### src/rtl/mem_stage.sv
// mem_stage: memory-access stage of an RV64 pipeline.
//
// Accepts one op per cycle from ex_stage when idle. There are three kinds of op:
//   - Non-memory ops pass the ALU result to write-back one cycle later.
//   - Stores drive the RAM write port in the same cycle.
//   - Loads drive the RAM read port, then spend one LOAD_WAIT cycle. In that
//     cycle the byte lane is extracted and extended, and the result is
//     registered to write-back.
// Misaligned or illegal accesses touch neither RAM nor the register file.
// They raise mem_err for one cycle.
//
// Ports:
//   clk, rst                    clock, synchronous active-high reset
//   valid_in                    op present from ex_stage
//   mem_rd, mem_wr, funct3      load/store flags and width/sign code
//   addr, wdata                 byte address (or ALU result), store data
//   rd_en, rd_addr              destination write request / index
//   ram_rdata                   RAM doubleword, valid the cycle after ram_ren
//   ram_ren/ram_raddr           RAM read enable / aligned address
//   ram_wen/ram_waddr           RAM write enable / aligned address
//   ram_wmask/ram_wdata         bit-level byte mask / lane-shifted data
//   stall                       stage busy, upstream holds inputs
//   wb_en, wb_addr, wb_data     registered register-file write
//   mem_err                     registered one-cycle access fault pulse
module mem_stage (
  input  logic        clk,
  input  logic        rst,
  input  logic        valid_in,
  input  logic        mem_rd,
  input  logic        mem_wr,
  input  logic [2:0]  funct3,
  input  logic [63:0] addr,
  input  logic [63:0] wdata,
  input  logic        rd_en,
  input  logic [4:0]  rd_addr,
  input  logic [63:0] ram_rdata,
  output logic        ram_ren,
  output logic        ram_wen,
  output logic [63:0] ram_raddr,
  output logic [63:0] ram_waddr,
  output logic [63:0] ram_wmask,
  output logic [63:0] ram_wdata,
  output logic        stall,
  output logic        wb_en,
  output logic [4:0]  wb_addr,
  output logic [63:0] wb_data,
  output logic        mem_err
);

  typedef enum logic {IDLE = 1'b0, LOAD_WAIT = 1'b1} state_t;

  state_t      state_reg, state_next;
  logic [2:0]  ld_funct3_reg;
  logic [2:0]  ld_off_reg;
  logic        ld_rd_en_reg;
  logic [4:0]  ld_rd_addr_reg;

  logic        is_mem, illegal, misaligned, access_err;
  logic [5:0]  lane_shift;
  logic [63:0] size_mask, load_lane, load_ext;
  logic        load_latch;
  logic        wb_en_next, mem_err_next;
  logic [4:0]  wb_addr_next;
  logic [63:0] wb_data_next;

  // Access decode for the op currently on the inputs.
  always_comb begin
    lane_shift = {addr[2:0], 3'b000};
    is_mem     = mem_rd | mem_wr;
    illegal    = (mem_rd & mem_wr) | (mem_rd & (funct3 == 3'b111)) | (mem_wr & funct3[2]);
    // funct3[1:0] encodes the access size for both loads and stores.
    case (funct3[1:0])
      2'b00: begin misaligned = 1'b0;             size_mask = 64'h0000_0000_0000_00FF; end
      2'b01: begin misaligned = addr[0];          size_mask = 64'h0000_0000_0000_FFFF; end
      2'b10: begin misaligned = |addr[1:0];       size_mask = 64'h0000_0000_FFFF_FFFF; end
      default: begin misaligned = |addr[2:0];     size_mask = 64'hFFFF_FFFF_FFFF_FFFF; end
    endcase
    access_err = is_mem & (illegal | misaligned);
  end

  // Lane extraction and sign/zero extension for the load in LOAD_WAIT.
  always_comb begin
    load_lane = ram_rdata >> {ld_off_reg, 3'b000};
    case (ld_funct3_reg)
      3'b000:  load_ext = {{56{load_lane[7]}},  load_lane[7:0]};
      3'b001:  load_ext = {{48{load_lane[15]}}, load_lane[15:0]};
      3'b010:  load_ext = {{32{load_lane[31]}}, load_lane[31:0]};
      3'b011:  load_ext = load_lane;
      3'b100:  load_ext = {56'd0, load_lane[7:0]};
      3'b101:  load_ext = {48'd0, load_lane[15:0]};
      3'b110:  load_ext = {32'd0, load_lane[31:0]};
      default: load_ext = 64'd0;
    endcase
  end

  // Next-state and outputs.
  always_comb begin
    state_next   = state_reg;
    stall        = 1'b0;
    ram_ren      = 1'b0;
    ram_wen      = 1'b0;
    ram_raddr    = {addr[63:3], 3'b000};
    ram_waddr    = {addr[63:3], 3'b000};
    ram_wmask    = size_mask << lane_shift;
    ram_wdata    = wdata << lane_shift;
    load_latch   = 1'b0;
    wb_en_next   = 1'b0;
    wb_addr_next = 5'd0;
    wb_data_next = 64'd0;
    mem_err_next = 1'b0;
    if (rst) begin
      // Reset keeps every enable low, so a pending load is simply dropped.
      state_next = IDLE;
    end else begin
      case (state_reg)
        IDLE: begin
          if (valid_in) begin
            if (!is_mem) begin
              wb_en_next   = rd_en & (|rd_addr);
              wb_addr_next = rd_addr;
              wb_data_next = addr;
            end else if (access_err) begin
              mem_err_next = 1'b1;
            end else if (mem_wr) begin
              ram_wen = 1'b1;
            end else begin
              ram_ren    = 1'b1;
              load_latch = 1'b1;
              state_next = LOAD_WAIT;
            end
          end
        end
        LOAD_WAIT: begin
          stall        = 1'b1;
          wb_en_next   = ld_rd_en_reg & (|ld_rd_addr_reg);
          wb_addr_next = ld_rd_addr_reg;
          wb_data_next = load_ext;
          state_next   = IDLE;
        end
        default: state_next = IDLE;
      endcase
    end
  end

  always_ff @(posedge clk) begin
    if (rst) begin
      state_reg      <= IDLE;
      wb_en          <= 1'b0;
      wb_addr        <= 5'd0;
      wb_data        <= 64'd0;
      mem_err        <= 1'b0;
      ld_funct3_reg  <= 3'd0;
      ld_off_reg     <= 3'd0;
      ld_rd_en_reg   <= 1'b0;
      ld_rd_addr_reg <= 5'd0;
    end else begin
      state_reg <= state_next;
      wb_en     <= wb_en_next;
      wb_addr   <= wb_addr_next;
      wb_data   <= wb_data_next;
      mem_err   <= mem_err_next;
      if (load_latch) begin
        ld_funct3_reg  <= funct3;
        ld_off_reg     <= addr[2:0];
        ld_rd_en_reg   <= rd_en;
        ld_rd_addr_reg <= rd_addr;
      end
    end
  end

endmodule

### config.mk
export PLATFORM = sky130hd
export DESIGN_NAME = mem_stage
export DESIGN_NICKNAME = d
export VERILOG_FILES = /design/src/rtl/mem_stage.sv
export SDC_FILE = /design/constraint.sdc
export NUM_CORES = 1
export LEC_CHECK = 0
export BUFFER_PORTS_ARGS = -buffer_cell sky130_fd_sc_hd__buf_2
export CORE_AREA = 2 2 210 212
export DETAILED_ROUTE_END_ITERATION = 10
export DIE_AREA = 0 0 212 214
export PLACE_DENSITY = 0.4
export SLEW_MARGIN = 15
export SYNTH_ARGS = -nofsm -noshare
export SYNTH_HDL_FRONTEND = slang
export SYNTH_SLANG_ARGS = --single-unit
### constraint.sdc
create_clock -name clk -period 3.15 [get_ports clk]
set_input_delay 0.315 -clock clk [delete_from_list [all_inputs] [get_ports clk]]
set_output_delay 0.315 -clock clk [all_outputs]
set_load 0.03 [all_outputs]
==> qor.yml <==
timing:
  final.setup_skew_ns: 0.004735
  max_slew_margin_pct: 34.32
  rsz0062_at_grt: "no"
  max_freq_ghz: 0.3828
  setup_viol: 0
  slew_viol_final: 0
  tightestPinTransition_ns: 0.9841
  finalCriticalPeriod_ns: 2.613
  setup_tns_ns: 0
  hold_viol: 0
  period_share_pct: 82.94
clock_network:
  clk_pin_slew_ns: 0.07
  cts_sinks: 84
  htreeDepth: 3
  cts_setup_buffers: 0
  ctsResizeCount: 0
  cts_root_buf: "clkbuf_16"
  cts_tree: "built"
  numCtsBuffers: 9
  clock_path_buffers: 2
  holdBufCountCts: 0
  insertion_delay_ns: 0.35
placed_design:
  routabilityCongestion: 0.8768
  dp_hpwl_um: 32660
  port_buffers: 529
worst_hold_path:
  min_path_type: "in2reg"
  hold_depth: 3
global_routing:
  grtUsageMet1_pct: 17.96
  antenna_found_initial: 20
  grt_max_degree: 103
  use_met3_pct: 3.929
  grt_pass1_wl_um: 56150
  overflow: 0
  grt_pass1_vias: 8111
  grt_busiest_layer: "met2"
  grt_use_met2_pct: 33.08
  grt_use_total_pct: 16.90
power_and_ir_drop:
  p_sw_share_pct: 40.89
  power.share.combinational_pct: 39.1
  power_frac_seq_pct: 28.8
  switchingPower_mw: 1.552
  p_clk_share_pct: 32.1
  ir_drop_mv: 0.2633
  power_mw: 3.795
  p_leak_nw: 4.705
  pwr_density_cell_mw_per_mm2: 370.8
  intPower_mw: 2.243
setup_path:
  critical_path_class: "reg2out"
  critPathLaunchType: "flop"
  r2r_cells: 5
  critPathMaxStageDelay_ns: 0.75
  crit_slowest_cell: "nor3_2"
  crit_fanout: 9
  worstPathCellList: "nor3b_1 > nand3b_1 > nor3_2 > buf_2"
  reg2reg_slack_ns: 0.77
  cp_data_required_time_ns: 2.83
  worst_setup_path_end_kind: "output pin"
  rr_startpoint: "ld_off_reg[1]$_SDFFE_PP0P_"
  critPathLaunch: "state_reg$_SDFF_PP0_"
  cp.arrival_ns: 2.30
  regToRegEndpoint: "wb_data[9]$_SDFF_PP0_"
  crit_end: "ram_ren"
drt:
  drt-initial-drc-count: 410
  dr.pass1.iters: 5
  viasPerCell: 4.441
  route.antenna.remaining_nets: 0
  drc: 0
  dr_total_vias: 8487
  drt-total-wl_um: 40230
  drt-wirelength-per-cell_um: 21.05
layout:
  syn2layout_area_growth_pct: 27.53
  fill_cells: 4873
  largest_reg_flops: 64
  drive_above_1_share_pct: 49.43
  finalCoreUtilization_pct: 23.87
  finish.net_count: 1522
logic_synthesis:
  synth_enable_flop_cells: 0
  synth-main-ff-cell: "dfxtp_1"
  synthTopCellsByArea: "dfxtp_1, buf_4, mux2i_1"
  syn_area_mm2: 0.008025
  synth_seq_cells: 84
  ys_warn_count: 0
  syn_area_per_cell_um2: 7.876
  yosysTopAreaCell: "dfxtp_1"
  ys_types: 52
  synth_top_area_share_pct: 20.95
  ys_async_sr_fraction_pct: 0
  syn_inst: 1019
  ys_seq_area_share_pct: 20.95
die:
  initial_utilization_pct: 18.71
  die_area_mm2: 0.04537
  die_w_um: 212
  io_pins: 536
  num_rows: 76
  die_h_um: 214
  core-area_mm2: 0.04289
run:
  cap_violations: 0
outcome:
  status: "finished clean"
-- layer usage --
| layer | up-vias | part of all wire, % |
|---|---|---|
| met5 | - | 0.31 |
| met4 | 20 | 1.5 |
| met3 | 52 | 7.5 |
| met2 | 414 | 54 |
| met1 | 3981 | 37 |
| li1 | 4020 | - |
-- cells by family after synthesis --
kind of cell              share of synthesized area (%)
xor gates and xnor gates                         0.1092
and+or+nand+nor                                   13.25
AOI/OAI and AO/OA                                 23.07
buffers and inverters                             22.00
DFF                                               20.95
other                                           0.04673
muxes                                             20.56
-- power groups by stage --
stage	clock, mW	sequential (mW)	combinational [mW]
after floorplan	0	1.15	1.07
after global placement	0	1.12	1.50
after detailed placement	0	1.12	1.49
after CTS	1.28	1.09	1.50
after global routing	1.30	1.09	1.58
final	1.22	1.09	1.48
-- synth_stat cells, types with 3 or more instances --
cell type  count
nor2b_1       12
nand3_1       10
buf_1          8
a2bb2oi_1      7
a21oi_4       11
nor3_1         4
buf_6          3
a21oi_1      128
o22ai_1       16
mux2i_1       97
clkbuf_1      60
or2_2          4
mux2_2        43
dfxtp_1       84
and2_1        17
buf_2         12
o21ai_0       27
mux4_2         8
a22oi_1        8
a31oi_1        9
nand2b_1       5
a221o_1       23
o32ai_1        8
a22o_1         8
a211oi_1      12
nor2_1       138
nand2_1       33
a21oi_2       10
buf_4        185
-- metrics by stage --
stage,setup slack (ns),hold WS [ns],instance area [µm²],cells
5_1_grt,0.3464,0.1942,10230,1908
4_1_cts,0.5130,0.1655,10220,1906
6_report,0.5374,0.1865,10230,1911
2_1_floorplan,0.04399,0.3874,8049,1024
3_5_place_dp,0.6292,0.4779,9898,1890
3_3_place_gp,0.6440,0.4770,9898,1890
-- cell type report --
type / instances / area [µm²] / share of cell area (%)
inverter: 2 / 7.507 / 0.07335
clock inverter: 6 / 95.09 / 0.9291
antenna: 5 / 12.51 / 0.1222
multi-input combinational: 669 / 4613 / 45.07
tap: 585 / 732.0 / 7.152
timing repair buffer: 550 / 2860 / 27.95
sequential: 84 / 1685 / 16.47
clock buffer: 10 / 229.0 / 2.237
-- placed cells by master, fill, tap and decap left out, drive strengths merged, types with 3 or more instances in the layout --
master / n
conb: 6
o22ai: 16
a22o: 8
nand2: 33
clkbuf: 10
a31oi: 9
mux2: 44
or2: 4
o32ai: 8
mux2i: 97
inv: 4
or4: 3
a211oi: 12
a221o: 23
o21ai: 27
mux4: 8
nor2b: 12
a2bb2oi: 7
diode: 5
nor2: 138
a21oi: 149
and2: 18
nand2b: 5
a22oi: 8
dfxtp: 84
buf: 550
nor3: 5
nand3: 11
-- how the worst min path moves through the flow --
stage                              start                              to  slack [ns]
6_report                         addr[3]           wb_data[3]$_SDFF_PP0_        0.19
5_1_grt                          addr[3]           wb_data[3]$_SDFF_PP0_        0.19
3_3_place_gp   ld_rd_en_reg$_SDFFE_PP0P_                wb_en$_SDFF_PP0_        0.48
3_5_place_dp   ld_rd_en_reg$_SDFFE_PP0P_                wb_en$_SDFF_PP0_        0.48
4_1_cts                         addr[15]          wb_data[15]$_SDFF_PP0_        0.17
2_1_floorplan                        rst  ld_rd_addr_reg[4]$_SDFFE_PP0P_        0.39
-- worst max-delay path: cells and delay by family (launching register included) --
family / cells / cell delay [ns]
and+or+nand+nor: 3 / 1.28
buffers and inverters: 1 / 0.34
DFF: 1 / 0.33
(Power assumes the default switching activity.)
